==> config.mk <==
export PLATFORM = sky130hd
export DESIGN_NAME = alu_overflow_seq
export DESIGN_NICKNAME = d
export VERILOG_FILES = /design/src/rtl/alu_overflow_seq.sv
export SDC_FILE = /design/constraint.sdc
export NUM_CORES = 1
export LEC_CHECK = 0
export CORE_MARGIN = 2
export CORE_UTILIZATION = 60
export DETAILED_ROUTE_END_ITERATION = 10
export PLACE_DENSITY = 0.82
export SLEW_MARGIN = 20
export SYNTH_ARGS = -nofsm -noshare
export SYNTH_HDL_FRONTEND = slang
export SYNTH_SLANG_ARGS = --single-unit
==> constraint.sdc <==
create_clock -name clock -period 12.1 [get_ports clock]
set_clock_uncertainty 0.15 [all_clocks]
set_input_delay 1.815 -clock clock [delete_from_list [all_inputs] [get_ports clock]]
set_output_delay 1.815 -clock clock [all_outputs]
set_load 0.01 [all_outputs]
==> src/rtl/alu_overflow_seq.sv <==
// Sequential execute-stage ALU: single-cycle add/sub/slt/logic ops with a
// gated signed-overflow flag and a sticky status bit, plus an iterative
// shift-add multiply producing HI:LO behind a start/busy/done handshake.
module alu_overflow_seq #(
    parameter int WIDTH              = 32,
    parameter bit MUL_SIGNED_DEFAULT = 1'b1
) (
    input  logic             clock,
    input  logic             reset,
    input  logic             start,
    input  logic [3:0]       op,
    input  logic [WIDTH-1:0] a,
    input  logic [WIDTH-1:0] b,
    input  logic             trap_en,
    input  logic             ovf_clear,
    output logic             busy,
    output logic             done,
    output logic [WIDTH-1:0] result,
    output logic [WIDTH-1:0] hi,
    output logic             zero,
    output logic             overflow,
    output logic             overflow_sticky
);

    localparam logic [3:0] OP_AND   = 4'b0000;
    localparam logic [3:0] OP_OR    = 4'b0001;
    localparam logic [3:0] OP_ADD   = 4'b0010;
    localparam logic [3:0] OP_SUB   = 4'b0110;
    localparam logic [3:0] OP_SLT   = 4'b0111;
    localparam logic [3:0] OP_NOR   = 4'b1100;
    localparam logic [3:0] OP_MULT  = 4'b1000;
    localparam logic [3:0] OP_MULTU = 4'b1001;

    localparam int MSB   = WIDTH - 1;
    localparam int CNT_W = $clog2(WIDTH);
    // The first shift-add step happens on the launch edge, so the MUL state
    // only needs WIDTH-1 further steps, counted 0 .. WIDTH-2.
    localparam logic [CNT_W-1:0] LAST_STEP = CNT_W'(WIDTH - 2);

    typedef enum logic [1:0] {
        IDLE = 2'd0,
        MUL  = 2'd1,
        DONE = 2'd2
    } state_t;

    // Signed overflow on add: same operand signs, result sign differs.
    function automatic logic add_ovf(input logic sa, input logic sb, input logic sr);
        return (sa == sb) && (sr != sa);
    endfunction

    // Signed overflow on sub: operand signs differ, result sign differs from a.
    function automatic logic sub_ovf(input logic sa, input logic sb, input logic sr);
        return (sa != sb) && (sr != sa);
    endfunction

    // Magnitude of a two's complement value; the most-negative value maps to
    // 2^(WIDTH-1), which is representable as unsigned.
    function automatic logic [WIDTH-1:0] mag(input logic [WIDTH-1:0] v, input logic neg);
        return neg ? (~v + WIDTH'(1)) : v;
    endfunction

    // One shift-add step on {upper, multiplier} with carry kept in the shift.
    function automatic logic [2*WIDTH-1:0] mul_step(input logic [2*WIDTH-1:0] p,
                                                   input logic [WIDTH-1:0]   m);
        logic [WIDTH:0] upper;
        upper = {1'b0, p[2*WIDTH-1:WIDTH]} + (p[0] ? {1'b0, m} : '0);
        return {upper, p[WIDTH-1:1]};
    endfunction

    // Restore the product sign when the signed operands had opposite signs.
    function automatic logic [2*WIDTH-1:0] apply_sign(input logic [2*WIDTH-1:0] p,
                                                     input logic               neg);
        return neg ? (~p + (2*WIDTH)'(1)) : p;
    endfunction

    state_t                 state;
    logic [CNT_W-1:0]       count;

    logic signed [WIDTH-1:0] a_s;
    logic signed [WIDTH-1:0] b_s;
    logic [WIDTH-1:0]       sum;
    logic [WIDTH-1:0]       diff;
    logic [WIDTH-1:0]       alu_res;
    logic                   alu_ovf;
    logic                   is_mul;
    logic                   mul_sgn;
    logic                   neg_a;
    logic                   neg_b;
    logic [WIDTH-1:0]       mag_a;
    logic [WIDTH-1:0]       mag_b;

    logic [WIDTH-1:0]       res_p0;
    logic                   ovf_p0;
    logic                   mul_p0;
    logic                   neg_p0;
    logic [WIDTH-1:0]       mcand_p0;
    logic [2*WIDTH-1:0]     prod_p0;
    logic [2*WIDTH-1:0]     prod_final;

    assign a_s        = a;
    assign b_s        = b;
    assign sum        = a + b;
    assign diff       = a - b;
    assign neg_a      = mul_sgn & a[MSB];
    assign neg_b      = mul_sgn & b[MSB];
    assign mag_a      = mag(a, neg_a);
    assign mag_b      = mag(b, neg_b);
    assign prod_final = apply_sign(prod_p0, neg_p0);

    // Single-cycle ALU and overflow detection on the live operands.
    always_comb begin
        alu_res = '0;
        alu_ovf = 1'b0;
        is_mul  = 1'b0;
        mul_sgn = 1'b0;
        case (op)
            OP_AND: alu_res = a & b;
            OP_OR:  alu_res = a | b;
            OP_NOR: alu_res = ~(a | b);
            OP_ADD: begin
                alu_res = sum;
                alu_ovf = trap_en && add_ovf(a[MSB], b[MSB], sum[MSB]);
            end
            OP_SUB: begin
                alu_res = diff;
                alu_ovf = trap_en && sub_ovf(a[MSB], b[MSB], diff[MSB]);
            end
            OP_SLT: alu_res = (a_s < b_s) ? WIDTH'(1) : '0;
            OP_MULT: begin
                is_mul  = 1'b1;
                mul_sgn = MUL_SIGNED_DEFAULT;
            end
            OP_MULTU: is_mul = 1'b1;
            default: alu_res = '0;
        endcase
    end

    // p0: operand capture at launch and iterative multiply accumulation.
    always_ff @(posedge clock) begin
        case (state)
            IDLE: begin
                if (start) begin
                    mul_p0 <= is_mul;
                    res_p0 <= alu_res;
                    ovf_p0 <= alu_ovf;
                    if (is_mul) begin
                        mcand_p0 <= mag_a;
                        neg_p0   <= neg_a ^ neg_b;
                        prod_p0  <= mul_step({{WIDTH{1'b0}}, mag_b}, mag_a);
                    end
                end
            end
            MUL: prod_p0 <= mul_step(prod_p0, mcand_p0);
            default: ;
        endcase
    end

    // Control FSM with registered handshake, result and overflow outputs.
    always_ff @(posedge clock) begin
        if (reset) begin
            state           <= IDLE;
            count           <= '0;
            busy            <= 1'b0;
            done            <= 1'b0;
            result          <= '0;
            hi              <= '0;
            zero            <= 1'b0;
            overflow        <= 1'b0;
            overflow_sticky <= 1'b0;
        end else begin
            done     <= 1'b0;
            overflow <= 1'b0;
            if (ovf_clear) begin
                overflow_sticky <= 1'b0;
            end
            case (state)
                IDLE: begin
                    if (start) begin
                        if (is_mul) begin
                            count <= '0;
                            busy  <= 1'b1;
                            state <= MUL;
                        end else begin
                            state <= DONE;
                        end
                    end
                end
                MUL: begin
                    if (count == LAST_STEP) begin
                        state <= DONE;
                    end else begin
                        count <= count + 1'b1;
                    end
                end
                DONE: begin
                    done  <= 1'b1;
                    busy  <= 1'b0;
                    state <= IDLE;
                    if (mul_p0) begin
                        hi     <= prod_final[2*WIDTH-1:WIDTH];
                        result <= prod_final[WIDTH-1:0];
                        zero   <= (prod_final == '0);
                    end else begin
                        result   <= res_p0;
                        zero     <= (res_p0 == '0);
                        overflow <= ovf_p0;
                        // Set wins over a simultaneous clear.
                        if (ovf_p0) begin
                            overflow_sticky <= 1'b1;
                        end
                    end
                end
                default: state <= IDLE;
            endcase
        end
    end

endmodule

==> out/summary.txt <==
status -> finished clean
Area growth syn-to-layout -> 13.62%
Worst R2R Setup Slack -> 7560 ps
Rows -> 62
RR Startpoint -> prod_p0[17]
setup_tns -> 0 ps
total CTS buffers -> 23
CP Cell Sequence -> clkdlybuf4s50_1 -> inv_1 -> ha_1 -> or2_2 -> a221oi_1 -> o2111ai_1 -> a21oi_1 -> o41ai_1 -> nor3_1 -> a211oi_1 -> mux2i_1 -> nand3_1
synth unique cells -> 76
CP Capture Type -> flop
GRT Total Usage -> 39.69%
largest family of logic cells by synthesized area -> compound AO/OA/AOI/OAI gates
most frequent cells in the layout -> 243 x nor2_1, 156 x nand2_1, 148 x o21ai_0
Final period util -> 48.60%
DRC -> 0
CTS clk-pin slew, worst paths -> 60 ps
WL per Instance -> 23.96 um
via density per instance -> 6.783
share of layout cells above drive strength 1 -> 4.824%
routability cong. -> 1.065
Power Density -> 99.84 nW/um^2
Max-cap violations -> 0
Top Ports -> 142
die width -> 175.2 um
most common cell after layout, fill and taps aside -> nor2_1
largest net degree at the start of global routing -> 89
setup violators final -> 0
Top FF cell, synth -> edfxtp_1
mux cell area share after synthesis -> 0.7546%
CTS Root Buffer Type -> clkbuf_16
Post-CTS Setup Inserts -> 0
first-pass iteration count of the detailed router -> 6
n_diodes -> 0
starting density of the core -> 61.07%
Slew headroom -> 30.86%
Power Total -> 1.994 mW
hold_sp -> result[9]
DRT iter0 DRCs -> 2507
routed vias -> 17.65k
CTS tree -> yes
Post-Route WL -> 62350 um
Synth area leaders -> edfxtp_1 22%, ha_1 9.8%, dfxtp_1 8.7%
nets@finish -> 2415
dpl hpwl -> 47010 um
Slew Viols, Final -> 0
Die ar. -> 30680 sq um
Worst Tran Pin Value -> 1034 ps
Fmax -> 170.1 MHz
worst-case clock buffer depth -> 3
final non-filler cell total -> 2602
Slowest cell on crit path -> o41ai_1
crit path DAT -> 6000 ps
Fillers -> 2315
share of flip-flops with an asynchronous set or reset -> 0%
PostCTS Resize Cnt -> 0
Worst-Skew Late Latency -> 530 ps
H-Tree Level Count -> 1
Cell Area, Synth -> 17580 sq um
Simple-Gate Fraction of Synth Area -> 20.13%
worst-path fanout max -> 8
Leakage Power -> 7.584 nW
total count of hold-check failures in the final report -> 0
Clock Sinks -> 207
hold buffers post-CTS -> 0
Synth Warn # -> 0
crit path from -> a[2]
Worst EP required -> 12220 ps
delay of the slowest cell on the worst path -> 800 ps
FF+latch count, synth -> 207
startpoint types -> input pin
antenna violations before repair -> 1
Mapped Cells -> 2142
Synth top area share -> 22.38%
net count after synthesis -> 2355
Post-Synth XOR/XNOR Area -> 7.525%
sequential fraction of the synthesis area -> 31.04%
worst min-delay path class -> reg2reg
Final Critical Period -> 5880 ps
Avg Cell Area, Syn -> 8.205 sq um
Core ar. -> 28780 sq um
Port-buffer cells -> 141
first-pass GRT wire length -> 94550 um
EDFF count, synth -> 131
Synth Area in Compound Gates -> 25.17%
biggest area consumer among synthesized cells -> edfxtp_1
kind of critical path -> in2reg
Die Y -> 175.2 um
Synth Area in Adders -> 10.09%
DRT antenna net count -> 0
Placed Cells -> 2560
peak supply drop -> 0.1040 mV
unrepaired setup endpoints after global routing -> false
number of global-route vias before repair -> 16.31k
grt ovf -> 0
-- final cells by class --
type	instances	area (sq um)	area share (%)
inverter	110	412.9	2.068
clock buffer	31	650.6	3.258
tap	384	480.5	2.406
timing repair buffer	168	1622	8.120
sequential	207	5455	27.32
clock inverter	10	81.33	0.4073
multi-input combinational	1692	11270	56.42
-- path summary, 6_finish.rpt --
| check | depth (start not counted) | to |
|---|---|---|
| max reg2reg | 10 | zero |
| max | 12 | res_p0[28] |
| min reg2reg | 2 | result[9] |
| min | 2 | result[9] |
-- metal layers --
metal / global-route usage [%] / up-vias / routed length [um] / share of wire [%]
met2: 58.83 / 1119 / 26430 / 42
met1: 56.21 / 8322 / 25490 / 41
met5: 0 / - / 41 / 0.066
met3: 6.941 / 180 / 7072 / 11
met4: 18.61 / 2 / 3313 / 5.3
li1: - / 8026 / - / -
-- state kept, by name, summed over array words and instances, names as in the netlist --
name,cells
count,5
mul_p0,1
done,1
overflow,1
mcand_p0,32
prod_p0,64
zero,1
neg_p0,1
result,32
state,2
hi,32
overflow_sticky,1
busy,1
res_p0,32
ovf_p0,1
-- kinds of logic (layout without fill, tap and decap cells) --
| kind of cell | count (synthesis) | count (layout) |
|---|---|---|
| AND/OR/NAND/NOR | 729 | 729 |
| flip-flops | 207 | 207 |
| multiplexers | 13 | 13 |
| XOR/XNOR | 151 | 151 |
| adder cells (fa/ha/maj) | 140 | 140 |
| buffers and inverters | 243 | 319 |
| AO/OA/AOI/OAI | 659 | 659 |
-- synthesized netlist by cell type, types with 28 or more instances --
library cell	instances
nor2_1	247
nand2_1	158
o21ai_0	148
ha_1	137
a21oi_1	132
edfxtp_1	131
clkbuf_1	124
inv_1	110
xnor2_1	82
a211oi_1	78
dfxtp_1	76
xor2_1	69
nor3_1	46
and2_1	45
a221oi_1	40
nand3_1	36
nor4_1	35
o31ai_1	34
nand2b_1	29
or3_1	28
-- stage by stage --
stage,area (sq um),setup WS [ps],hold WS (ps),utilization [%]
CTS,19950,6462,337.7,69.32
global placement,19220,5981,296.7,66.77
global route,19970,6088,359.6,69.39
floorplan,17580,5817,317.9,-
detailed placement,19220,5947,323.8,66.77
finish,19970,6220,333.2,69.39
-- power breakdown --
group          internal, mW  total (mW)  switching, mW  leakage, nW
clock                 0.399       0.696          0.297        0.365
sequential            0.793       0.830         0.0368         1.84
combinational         0.176       0.468          0.291         5.38
-- critical path, delay by kind of cell --
| kind | cells | cell delay (ps) |
|---|---|---|
| AO/OA/AOI/OAI | 5 | 2200 |
| adder cells (fa/ha/maj) | 1 | 500 |
| buffers and inverters | 2 | 720 |
| multiplexers | 1 | 280 |
| AND/OR/NAND/NOR | 3 | 490 |
No activity file was read; power rests on OpenSTA's default activity.
